===== src/rtl/nangate45_8x64_1p_bit_bist.sv =====
// March C- BIST controller for the 8x64 single-port bit-masked SRAM.
// Drives every macro cycle and reports the first failing address/data.
module nangate45_8x64_1p_bit_bist #(
  parameter int BITS       = 8,
  parameter int WORD_DEPTH = 64,
  parameter int ADDR_WIDTH = 6
) (
  input  logic                  clk,
  input  logic                  reset,
  input  logic                  start_in,
  output logic                  busy_out,
  output logic                  done_out,
  output logic                  fail_out,
  output logic [ADDR_WIDTH-1:0] fail_addr_out,
  output logic [BITS-1:0]       fail_data_out,
  output logic                  sram_ce_out,
  output logic                  sram_we_out,
  output logic [ADDR_WIDTH-1:0] sram_addr_out,
  output logic [BITS-1:0]       sram_wd_out,
  output logic [BITS-1:0]       sram_w_mask_out,
  input  logic [BITS-1:0]       sram_rd_in
);

  typedef enum logic [3:0] {
    IDLE, M0, M1, M2, M3, M4, M5, DRAIN, DONE
  } state_t;

  localparam logic [ADDR_WIDTH-1:0] LAST =
    ADDR_WIDTH'(WORD_DEPTH - 1);

  state_t                  state, state_nx, succ;
  logic [ADDR_WIDTH-1:0]   addr, addr_nx, end_addr;
  logic                    phase, phase_nx;
  logic                    march, asc, start_go;
  logic                    rd_op, wr_op, rd_pat, wr_pat;
  logic                    cmp_vld;
  logic [BITS-1:0]         cmp_exp;
  logic [ADDR_WIDTH-1:0]   cmp_addr;

  // Per-element op decode; phase 0 is the read, phase 1 the write.
  always_comb begin
    march  = 1'b0;
    rd_op  = 1'b0;
    wr_op  = 1'b0;
    rd_pat = 1'b0;
    wr_pat = 1'b0;
    asc    = 1'b1;
    succ   = state;
    unique case (state)
      M0: begin
        march = 1'b1;
        wr_op = 1'b1;
        succ  = M1;
      end
      M1: begin
        march  = 1'b1;
        rd_op  = !phase;
        wr_op  = phase;
        wr_pat = 1'b1;
        succ   = M2;
      end
      M2: begin
        march  = 1'b1;
        rd_op  = !phase;
        wr_op  = phase;
        rd_pat = 1'b1;
        succ   = M3;
      end
      M3: begin
        march  = 1'b1;
        rd_op  = !phase;
        wr_op  = phase;
        wr_pat = 1'b1;
        asc    = 1'b0;
        succ   = M4;
      end
      M4: begin
        march  = 1'b1;
        rd_op  = !phase;
        wr_op  = phase;
        rd_pat = 1'b1;
        asc    = 1'b0;
        succ   = M5;
      end
      M5: begin
        march = 1'b1;
        rd_op = 1'b1;
        succ  = DRAIN;
      end
      default: ;
    endcase
  end

  assign end_addr = asc ? LAST : '0;
  assign start_go = start_in &&
                    (state == IDLE || state == DONE);

  always_comb begin
    state_nx = state;
    addr_nx  = addr;
    phase_nx = phase;
    unique case (state)
      IDLE, DONE: begin
        if (start_in) begin
          state_nx = M0;
          addr_nx  = '0;
          phase_nx = 1'b0;
        end
      end
      DRAIN: state_nx = DONE;
      default: begin
        if (rd_op && state != M5) begin
          phase_nx = 1'b1;
        end else begin
          phase_nx = 1'b0;
          if (addr == end_addr) begin
            state_nx = succ;
            addr_nx  = (succ == M3 || succ == M4)
                       ? LAST : '0;
          end else if (asc) begin
            addr_nx = addr + ADDR_WIDTH'(1);
          end else begin
            addr_nx = addr - ADDR_WIDTH'(1);
          end
        end
      end
    endcase
  end

  always_ff @(posedge clk) begin
    if (reset) begin
      state <= IDLE;
      addr  <= '0;
      phase <= 1'b0;
    end else begin
      state <= state_nx;
      addr  <= addr_nx;
      phase <= phase_nx;
    end
  end

  // Read data returns one cycle after the read op; X counts as a miss.
  always_ff @(posedge clk) begin
    if (reset || start_go) begin
      cmp_vld       <= 1'b0;
      cmp_exp       <= '0;
      cmp_addr      <= '0;
      fail_out      <= 1'b0;
      fail_addr_out <= '0;
      fail_data_out <= '0;
    end else begin
      cmp_vld  <= rd_op;
      cmp_exp  <= rd_pat ? '1 : '0;
      cmp_addr <= addr;
      if (cmp_vld && (sram_rd_in !== cmp_exp)) begin
        fail_out <= 1'b1;
        if (!fail_out) begin
          fail_addr_out <= cmp_addr;
          fail_data_out <= sram_rd_in;
        end
      end
    end
  end

  assign busy_out        = march || (state == DRAIN);
  assign done_out        = (state == DONE);
  assign sram_ce_out     = march;
  assign sram_we_out     = wr_op;
  assign sram_addr_out   = march ? addr : '0;
  assign sram_wd_out     = (wr_op && wr_pat) ? '1 : '0;
  assign sram_w_mask_out = '1;

endmodule


===== config.mk =====
export PLATFORM = sky130hd
export DESIGN_NAME = nangate45_8x64_1p_bit_bist
export DESIGN_NICKNAME = d
export VERILOG_FILES = /design/src/rtl/nangate45_8x64_1p_bit_bist.sv
export SDC_FILE = /design/constraint.sdc
export NUM_CORES = 1
export LEC_CHECK = 0
export CAP_MARGIN = 20
export CORE_MARGIN = 5
export CORE_UTILIZATION = 50
export CTS_BUF_LIST = sky130_fd_sc_hd__clkbuf_8
export DETAILED_ROUTE_END_ITERATION = 16
export GPL_TIMING_DRIVEN = 0
export PLACE_DENSITY = 0.86
export SKIP_LAST_GASP = 1
export SYNTH_ARGS = -nofsm -noshare
export SYNTH_HDL_FRONTEND = slang
export SYNTH_SLANG_ARGS = --single-unit

===== constraint.sdc =====
create_clock -name clk -period 4.24 [get_ports clk]
set_input_delay 0.848 -clock clk [delete_from_list [all_inputs] [get_ports clk]]
set_output_delay 0.848 -clock clk [all_outputs]
set_load 0.05 [all_outputs]

=== Word-level counts from Yosys, hierarchy flattened ===
Index checks and enable logic that the tools add are counted.

* Register bits: 41
* Bits of input ports: 11
* Output and inout port bits: 41
* Word-level logic and storage cells: 73

* Add/sub/neg operators: 2
* Equal/unequal tests: 16
* Mux-type cells: 23
* Bitwise gates (word level): 2
* Reductions and logical operators: 21

{| class="wikitable"
|+ Operators by type and width
! operator !! count
|-
| 6-bit 2-to-1 mux || 7
|-
| 4-bit by 3-bit == test with 1-bit output, second input constant || 6
|-
| 4-bit one-hot mux with 6 select lines || 1
|-
| 8-bit 2-to-1 mux || 2
|-
| 4-bit 2-to-1 mux || 3
|-
| 6-bit one-hot mux with 2 select lines || 1
|-
| 4-bit by 2-bit == test with 1-bit output, second input constant || 2
|-
| 8-bit !== test || 1
|-
| 4-bit one-hot mux with 2 select lines || 1
|-
| 2-bit OR reduction || 4
|-
| 6-bit by 1-bit adder with 6-bit output, second input constant || 1
|-
| 6-bit == test || 1
|-
| 1-bit one-hot mux with 2 select lines || 3
|-
| 3-bit AND reduction || 2
|-
| 6-bit OR reduction || 1
|-
| 6-bit by 1-bit subtractor with 6-bit output, second input constant || 1
|-
| 1-bit 2-to-1 mux || 5
|-
| 4-bit by 1-bit == test with 1-bit output, second input constant || 1
|-
| 4-bit == test, second input constant || 1
|-
| 1-bit logical AND || 4
|-
| 4-bit logical NOT || 1
|-
| 1-bit logical OR || 4
|-
| 4-bit by 3-bit inequality test with 1-bit output, second input constant || 1
|-
| 2-bit AND reduction || 2
|-
| 7 further kinds || 8
|}

=== Longest topological paths before layout ===
Gate-level depths: netlist of the first run.

* Depth in word-level cells: 8
* Gate-level depth with buffers: 9
* Depth with buffers taken out: 8

=== Worst setup path after synthesis of the first run ===
OpenSTA, ideal clock, no wires.

* Path type: reg-to-output
* From: register state[2]
* To: output port sram_wd_out[1]
* Arrival: 2545 ps
* Data required time: 3392 ps
* Setup slack: 847 ps
* Stages on the path, launching flop included: 6
* Buffers on the path: 2
* Path through: dfxtp_1 -> buf_6 -> xnor2_1 -> nand2b_1 -> nor3_1 -> buf_4

* Longest elaborated chain between the ends: 5
* Elaborated cells between the ends (all ways): 11
* Those cells by class: eq/ne (5); mux (3); reduce/logical (3)

{| class="wikitable"
|+ RTL lines
! element !! RTL line !! RTL
|-
| from (decl) || 31 || <nowiki>state_t state, state_nx, succ;</nowiki>
|-
| from (signal assigned) || 136 || <nowiki>state <= state_nx;</nowiki>
|-
| 4-bit by 3-bit == test with 1-bit output or 4-bit by 2-bit == test with 1-bit output (tied branches) || 49 || <nowiki>unique case (state)</nowiki>
|-
| 4-bit OR reduction (no line) or 2-bit OR reduction (tied branches) || -- ||
|-
| 1-bit one-hot mux with 2 select lines or 1-bit 2-to-1 mux (tied branches) || 49 ||
|-
| 1-bit logical AND * || 170 || <nowiki>assign sram_wd_out = (wr_op && wr_pat) ? '1 : '0;</nowiki>
|-
| 8-bit 2-to-1 mux * || 170 ||
|-
| to (decl) || 19 || <nowiki>output logic [BITS-1:0] sram_wd_out,</nowiki>
|}

Every way passes the cells marked *; elsewhere a longest branch is shown, timed or not.

=== Worst setup path after layout of the first run ===
* From: register state[2]
* To: output port sram_wd_out[5]

Same word-level chain as after synthesis.

==> out/metrics.cfg, run 1 <==
[critical_path]
r2r_slack_ns=1.61
cp_slowest_cell=clkdlybuf4s50_1
ff2ff_path_depth=8
critPathRequiredTime_ns=3.39
r2r_start=state[2]
crit_fanout=8
endpoint_kind=primary output
r2r_end=addr[5]
crit_type=flip-flop to primary output
crit_chain=buf_6, xnor2_1, nand2b_1, nor3_1, buf_4, clkdlybuf4s50_1
crit_arrival_ns=2.70
crit_path_start_kind=flip-flop
slowest_delay_ns=0.81

[die]
start_util_pct=53.0
die_area_mm2=0.00533
io_pins=52
placementRows=22
core_area_mm2=0.00374
die_y_um=73.0
fp.dieW_um=73.0

[clock_tree]
hold_buffers=0
clkSlewWorstSetupHoldPaths_ns=0.06
cts_buffers=5
cts_root_buf=clkbuf_8
cts_buffer_depth=2
htree_levels=2
clk_latency_ns=0.28
cts_tree=built
cts_resized=0
post_cts_buffers=0
numClockSinks=34

[run]
drv_cap=0

[route]
dr.pass1.iters=5
wl_per_cell_um=13.5
drtIter0Drc=88
num_vias=1812
ant_nets=0
routed_via_density=5.41
drcViolationCount=0
routed_wl_um=4540

[status]
outcome=finished, final reports clean

[timing]
drv_slew=0
whs_ns=0.443
setup_slack_ns=0.693
period_minus_slack_ns=3.55
period_share_pct=83.6
fin_skew_ns=0.00417
relSlewSlack_pct=49.7
worst_pin_slew_ns=0.748
fin_tns_setup_ns=0
fmax_mhz=282
setup_viol=0
finalHoldViolCount=0
rsz0062_at_grt=false

[place]
dp_hpwl_um=3440
io_buffers=42
dp_worst_setup_slack_ns=0.986
routabilityCongestion=0.821

[logic_synthesis]
synth_area_leaders=dfxtp_1 (34%), o21ai_2 (6.2%), buf_4 (6.1%)
yosysTopAreaCell=dfxtp_1
synth_area_mm2=0.00198
yosysMostFrequentCell=dfxtp_1
netlist_instances=231
synth_edf_count=0
synth_ff_type=dfxtp_1
ys_seq_elements=34
ys_types=51
syn_avg_cell_area_um2=8.59
async_reset_ff_share_pct=0
yosys.area.top_type_share_pct=34.3
synth-seq-area-share_pct=34.3
yosys_warnings=0
synthTopCellsByCount=dfxtp_1 (34), nand2_1 (25), buf_4 (16)

[global_route]
grt_antenna_before_repair=0
track_usage_pct=18.2
grt_max_degree=11
grt-ovfl-total=0
grt_pass1_vias=1709
grt_pass1_wl_um=7780

[layout]
syn_to_final_growth_pct=31.2
fin_nets=303
drive_gt1_share_pct=21.3
fillers=329
antenna_cells=0
finalCoreUtilization_pct=69.5

[worst_hold_path]
hp-class=flip-flop to flip-flop
worstHoldStart=cmp_addr[3]
min_path_cells=2
worstHoldEndpoint=fail_addr_out[3]

[power_and_ir_drop]
p_per_area_mw_per_mm2=271
vdd_drop_max_mv=0.265
p_leak_nw=0.998

## cells by family (layout without fill, tap and decap cells)
family | count (synthesis) | after routing | synth area share [%]
AND/OR/NAND/NOR | 96 | 96 | 27.4
multiplexers | 1 | 1 | 0.694
buffers and inverters | 36 | 85 | 12.2
flip-flops | 34 | 34 | 34.3
XOR/XNOR | 1 | 1 | 0.442
other | 1 | 8 | 0.189
adder cells (fa/ha/maj) | 5 | 5 | 3.53
AO/OA/AOI/OAI | 57 | 57 | 21.1
## metal layers
metal	part of all wire [%]	vias to the layer above	wire, um	track usage (%)
met1	43	841	1950	23.0
li1	-	908	-	-
met4	1.2	0	53	5.53
met2	50	57	2270	30.1
met5	0	-	0	0
met3	5.8	6	264	4.82
## where the power goes
group / internal, mW / switching, mW
clock: 0.188 / 0.108
combinational: 0.0284 / 0.0555
sequential: 0.322 / 0.00285
## placed cells by master, fill, tap and decap left out, types with 2 or more instances in the layout
cell type        count
a211oi_1             2
a21oi_1             12
a22o_1               5
and2_1               7
and3_1               2
and4_1               2
buf_2                2
buf_4               16
buf_6                6
clkbuf_1             4
clkbuf_8             6
clkdlybuf4s50_1     42
conb_1               8
dfxtp_1             34
ha_1                 4
inv_1                7
nand2_1             25
nand2b_1             2
nand3_1             10
nand3_2              5
nand4_1              3
nor2_1              13
nor2b_1              2
nor3_1               9
nor4_1               3
o21a_1               3
o21ai_0             10
o21ai_2             14
or2_2                2
or4_1                3
## layout make-up
class | count | area [um2] | share of cell area [%]
multi-input cells | 168 | 1090 | 41.7
repair buffers | 42 | 420 | 16.2
plain buffers | 28 | 213 | 8.17
clock inverters | 1 | 30.0 | 1.15
flip-flops and latches | 34 | 681 | 26.2
clock buffers | 6 | 82.6 | 3.17
well taps | 48 | 60.1 | 2.31
inverters | 8 | 30.0 | 1.15
## sequential cells by signal, indices dropped and copies added (netlist names)
register / cells
state: 4
cmp_addr: 6
fail_out: 1
cmp_vld: 1
fail_data_out: 8
fail_addr_out: 6
phase: 1
addr: 6
cmp_exp: 1
## worst max-delay path: cells and delay by family, from the launching register on
family / cells / cell delay, ns
XOR/XNOR: 1 / 0.18
AND/OR/NAND/NOR: 2 / 0.78
buffers and inverters: 3 / 1.16
flip-flops: 1 / 0.31
## worst max-delay path by stage
| stage | startpoint | to | slack (ns) | cells after the start |
|---|---|---|---|---|
| floorplan | state[2] | sram_wd_out[1] | 0.85 | 5 |
| global placement | state[2] | sram_wd_out[7] | 1.04 | 6 |
| detailed placement | state[2] | sram_wd_out[5] | 0.99 | 6 |
| CTS | state[2] | sram_wd_out[5] | 0.68 | 6 |
| global route | state[2] | sram_wd_out[5] | 0.49 | 6 |
| finish | state[2] | sram_wd_out[5] | 0.69 | 6 |
## stage by stage
| step | area [um2] | power, mW | instances |
|---|---|---|---|
| 5_1_grt | 2600 | 0.731 | 335 |
| 4_1_cts | 2600 | 0.707 | 335 |
| 2_1_floorplan | 2010 | 0.391 | 238 |
| 3_3_place_gp | 2490 | 0.415 | 328 |
| 6_report | 2600 | 0.705 | 335 |
| 3_5_place_dp | 2490 | 0.415 | 328 |
(Power assumes the default switching activity.)
==> inputs of run 2 (changes only) <==
- clock period: 4.24 -> 3.57 ns (I/O delays scaled with it)
==> out/metrics.cfg, run 2 (synthesis results as in run 1) <==
[status]
outcome=finished, final reports clean

[critical_path]
cp_slowest_cell=clkdlybuf4s50_1
r2r_start=state[2]
crit_fanout=10
crit_path_start_kind=flip-flop
crit_arrival_ns=2.55
r2r_end=addr[5]
endpoint_kind=primary output
crit_type=flip-flop to primary output
critPathTopFamily=buffers and inverters
critPathRequiredTime_ns=2.86
critical_path_buf_inv_count=3
slowest_delay_ns=0.84
crit_chain=buf_6, buf_2, and3_1, nor3_1, and2_1, clkdlybuf4s50_1
r2r_slack_ns=0.95
ff2ff_path_depth=8

[route]
dr.pass1.iters=4
routed_wl_um=4500
routed_via_density=5.37
num_vias=1799
wl_per_cell_um=13.4
drtIter0Drc=85
ant_nets=0
drcViolationCount=0

[clock_tree]
hold_buffers=0
numClockSinks=34
clk_latency_ns=0.28
cts_root_buf=clkbuf_8
htree_levels=2
clkSlewWorstSetupHoldPaths_ns=0.06
cts_tree=built
post_cts_buffers=0
cts_buffer_depth=2
cts_buffers=5

[global_route]
grt_pass1_vias=1709
grt_antenna_before_repair=0
grt_pass1_wl_um=7780
track_usage_pct=18.2
grt_max_degree=11
grt-ovfl-total=0

[timing]
fin_skew_ns=0.00359
fin_tns_setup_ns=0
drv_slew=0
rsz0062_at_grt=false
worst_pin_slew_ns=0.663
period_share_pct=91.4
relSlewSlack_pct=55.6
setup_viol=0
finalHoldViolCount=0
period_minus_slack_ns=3.26
setup_slack_ns=0.308
fmax_mhz=307

[worst_hold_path]
min_path_cells=2
worstHoldStart=cmp_addr[3]
hp-class=flip-flop to flip-flop
worstHoldEndpoint=fail_addr_out[3]

[place]
io_buffers=42
dp.cells=328
dp_worst_setup_slack_ns=0.450
routabilityCongestion=0.821
dp_hpwl_um=3440

[layout]
drive_gt1_share_pct=21.6
largest_register=fail_data_out
final_cell_mix=clkdlybuf4s50_1 (42), dfxtp_1 (34), nand2_1 (25)
syn_to_final_growth_pct=31.5
antenna_cells=0
finalNonFillerCells=335
layout_commonest_cell=clkdlybuf4s50_1
fin_nets=303
largest_register_ffs=8

[die]
die_area_mm2=0.00533
start_util_pct=53.0
core_area_mm2=0.00374
placementRows=22
fp.dieW_um=73.0
io_pins=52
die_y_um=73.0

[run]
drv_cap=0

[power_and_ir_drop]
vdd_drop_max_mv=0.315
p_per_area_mw_per_mm2=321
p_leak_nw=1.00

run 2: cell counts in the layout (fill, tap and decap cells not counted):
No cell type changed its count.
run 2: metrics by stage:
stage	cell area (um2)	hold slack (ns)	total power [mW]	util [%]
floorplan	2010	0.424	0.464	-
global placement	2490	0.427	0.493	66.5
detailed placement	2490	0.435	0.493	66.5
CTS	2600	0.440	0.840	69.5
global route	2610	0.436	0.869	69.7
finish	2610	0.443	0.837	69.7
run 2: layer usage:
layer,GRT usage [%],vias up,part of all wire (%)
li1,-,912,-
met1,23.0,839,43
met2,30.1,42,50
met3,4.82,6,5.3
met4,5.53,0,1.2
met5,0,-,0
run 2: worst max-delay path by stage:
stage,start,endpoint,slack (ns),cells after the start
after global placement,state[2],sram_wd_out[7],0.50,6
after floorplan,state[2],sram_wd_out[1],0.31,5
after detailed placement,state[2],sram_wd_out[5],0.45,6
final,state[2],sram_addr_out[2],0.31,6
after CTS,state[2],sram_wd_out[5],0.14,6
after global routing,state[2],sram_addr_out[2],0.22,6
run 2: power by group:
part / total, mW / leakage [nW] / internal (mW) / switching (mW)
clock network: 0.351 / 0.0573 / 0.223 / 0.128
registers: 0.386 / 0.275 / 0.383 / 0.00337
logic: 0.0995 / 0.669 / 0.0337 / 0.0658
run 2: final cells by class:
class / instances / area [um2]
buffer: 28 / 213
clock buffer: 6 / 82.6
clock inverter: 1 / 30.0
fill: 327 / 1140
inverter: 8 / 30.0
multi-input combinational: 168 / 1090
sequential: 34 / 681
tap: 48 / 60.1
timing repair buffer: 42 / 420
run 2: worst register-to-register path, cell delays in order, from the launching register on:
cell and delay, ns:
dfxtp_1 0.33, buf_6 0.13, nor3b_4 0.44, ha_1 0.35, a211oi_1 0.36, o21ai_0 0.19, and3_1 0.21, o2111a_1 0.24
a221o_1 0.27
run 2: repair_timing:
item,CTS,global route
hold endpoints to repair,0,0
resized for setup,0,1
endpoints found under the setup margin,0,7
==> inputs of run 3 (changes only) <==
- CORE_UTILIZATION: 50 -> 54
- PLACE_DENSITY: 0.86 -> 0.91
- clock period: 3.57 -> 3.9 ns (I/O delays scaled with it)
==> out/metrics.cfg, run 3 (synthesis results as in run 1) <==
[die]
die_y_um=70.6
start_util_pct=55.0
io_pins=52
placementRows=22
fp.dieW_um=70.6
die_area_mm2=0.00498
core_area_mm2=0.00361

[clock_tree]
clkSlewWorstSetupHoldPaths_ns=0.08
cts_tree=built
htree_levels=2
cts_buffer_depth=2
cts_root_buf=clkbuf_8
numClockSinks=34
cts_buffers=5
cts_resized=0
hold_buffers=0
post_cts_buffers=0
clk_latency_ns=0.29

[critical_path]
critPathRequiredTime_ns=3.12
slowest_delay_ns=0.80
endpoint_kind=primary output
crit_fanout=8
crit_type=flip-flop to primary output
crit_path_start_kind=flip-flop
crit_arrival_ns=2.72
crit_chain=xnor2_1, nand2b_1, nor3_1, buf_4, clkdlybuf4s50_1
cp_slowest_cell=clkdlybuf4s50_1

[route]
ant_nets=0
drcViolationCount=0
num_vias=1849
routed_via_density=5.50
wl_met1_um=2030
dr.pass1.iters=4
top_layer_used=met4
met2_length_um=2390
drtIter0Drc=91
route.met3.wl_um=265
wl_per_cell_um=14.1
routed_wl_um=4750

[timing]
relSlewSlack_pct=49.1
fin_skew_ns=0.00505
fin_tns_setup_ns=0
finalHoldViolCount=0
setup_viol=0
drv_slew=0
whs_ns=0.437
period_share_pct=89.8
fmax_mhz=286
period_minus_slack_ns=3.50
worst_pin_slew_ns=0.757
rsz0062_at_grt=false
setup_slack_ns=0.399

[place]
routabilityCongestion=0.915
placed_cell_area_mm2=0.00249
io_buffers=42
dp.cells=328
dp_worst_setup_slack_ns=0.727
dp_hpwl_um=3360

[global_route]
track_usage_pct=19.8
grt_pass1_wl_um=8090
grt-ovfl-total=0
grt_antenna_before_repair=0
grt_pass1_vias=1783
grt_max_degree=13

[layout]
antenna_cells=0
largest_register=fail_data_out
fin_nets=303
largest_register_ffs=8
final_cell_mix=clkdlybuf4s50_1 (42), dfxtp_1 (34), nand2_1 (25)
fin_area_mm2=0.00263
finalNonFillerCells=336
fillers=251
drive_gt1_share_pct=21.5
layout_commonest_cell=clkdlybuf4s50_1
syn_to_final_growth_pct=32.5
finalCoreUtilization_pct=72.9

[run]
drv_cap=0

[power_and_ir_drop]
p_per_area_mw_per_mm2=320
p_leak_nw=1.01
p_total_mw=0.842
vdd_drop_max_mv=0.160

[worst_hold_path]
hp-class=flip-flop to flip-flop

[status]
outcome=finished, final reports clean

-- run 3: worst paths after layout --
check / startpoint / endpoint / slack, ns / cells after the start
worst min-delay path: cmp_addr[4] / fail_addr_out[4] / 0.44 / 2
worst max register to register: state[3] / addr[5] / 1.29 / 8
worst min register to register: cmp_addr[4] / fail_addr_out[4] / 0.44 / 2
worst max-delay path: state[1] / sram_wd_out[2] / 0.40 / 5
-- run 3: layout make-up --
type,count,area (um2),share of cell area [%]
multi-input combinational,168,1090,41.3
sequential,34,681,25.9
timing repair buffer,42,420,16.0
buffer,28,213,8.10
clock buffer,5,68.8,2.62
clock inverter,3,68.8,2.62
tap,48,60.1,2.29
inverter,8,30.0,1.14
-- run 3: critical path: cells and delay by family, from the launching register on --
family / cells / cell delay, ns
XOR/XNOR: 1 / 0.18
flip-flops: 1 / 0.44
buffers and inverters: 2 / 1.02
AND/OR/NAND/NOR: 2 / 0.78
-- run 3: power breakdown --
group	internal (mW)	switching (mW)	total, mW
logic	0.0308	0.0614	0.0922
clock network	0.256	0.140	0.396
registers	0.350	0.00318	0.353
-- run 3: metal layers --
layer,GRT usage (%),up-vias
met1,23.6,870
met5,0,-
met2,34.9,63
li1,-,911
met3,4.83,5
met4,6.68,0
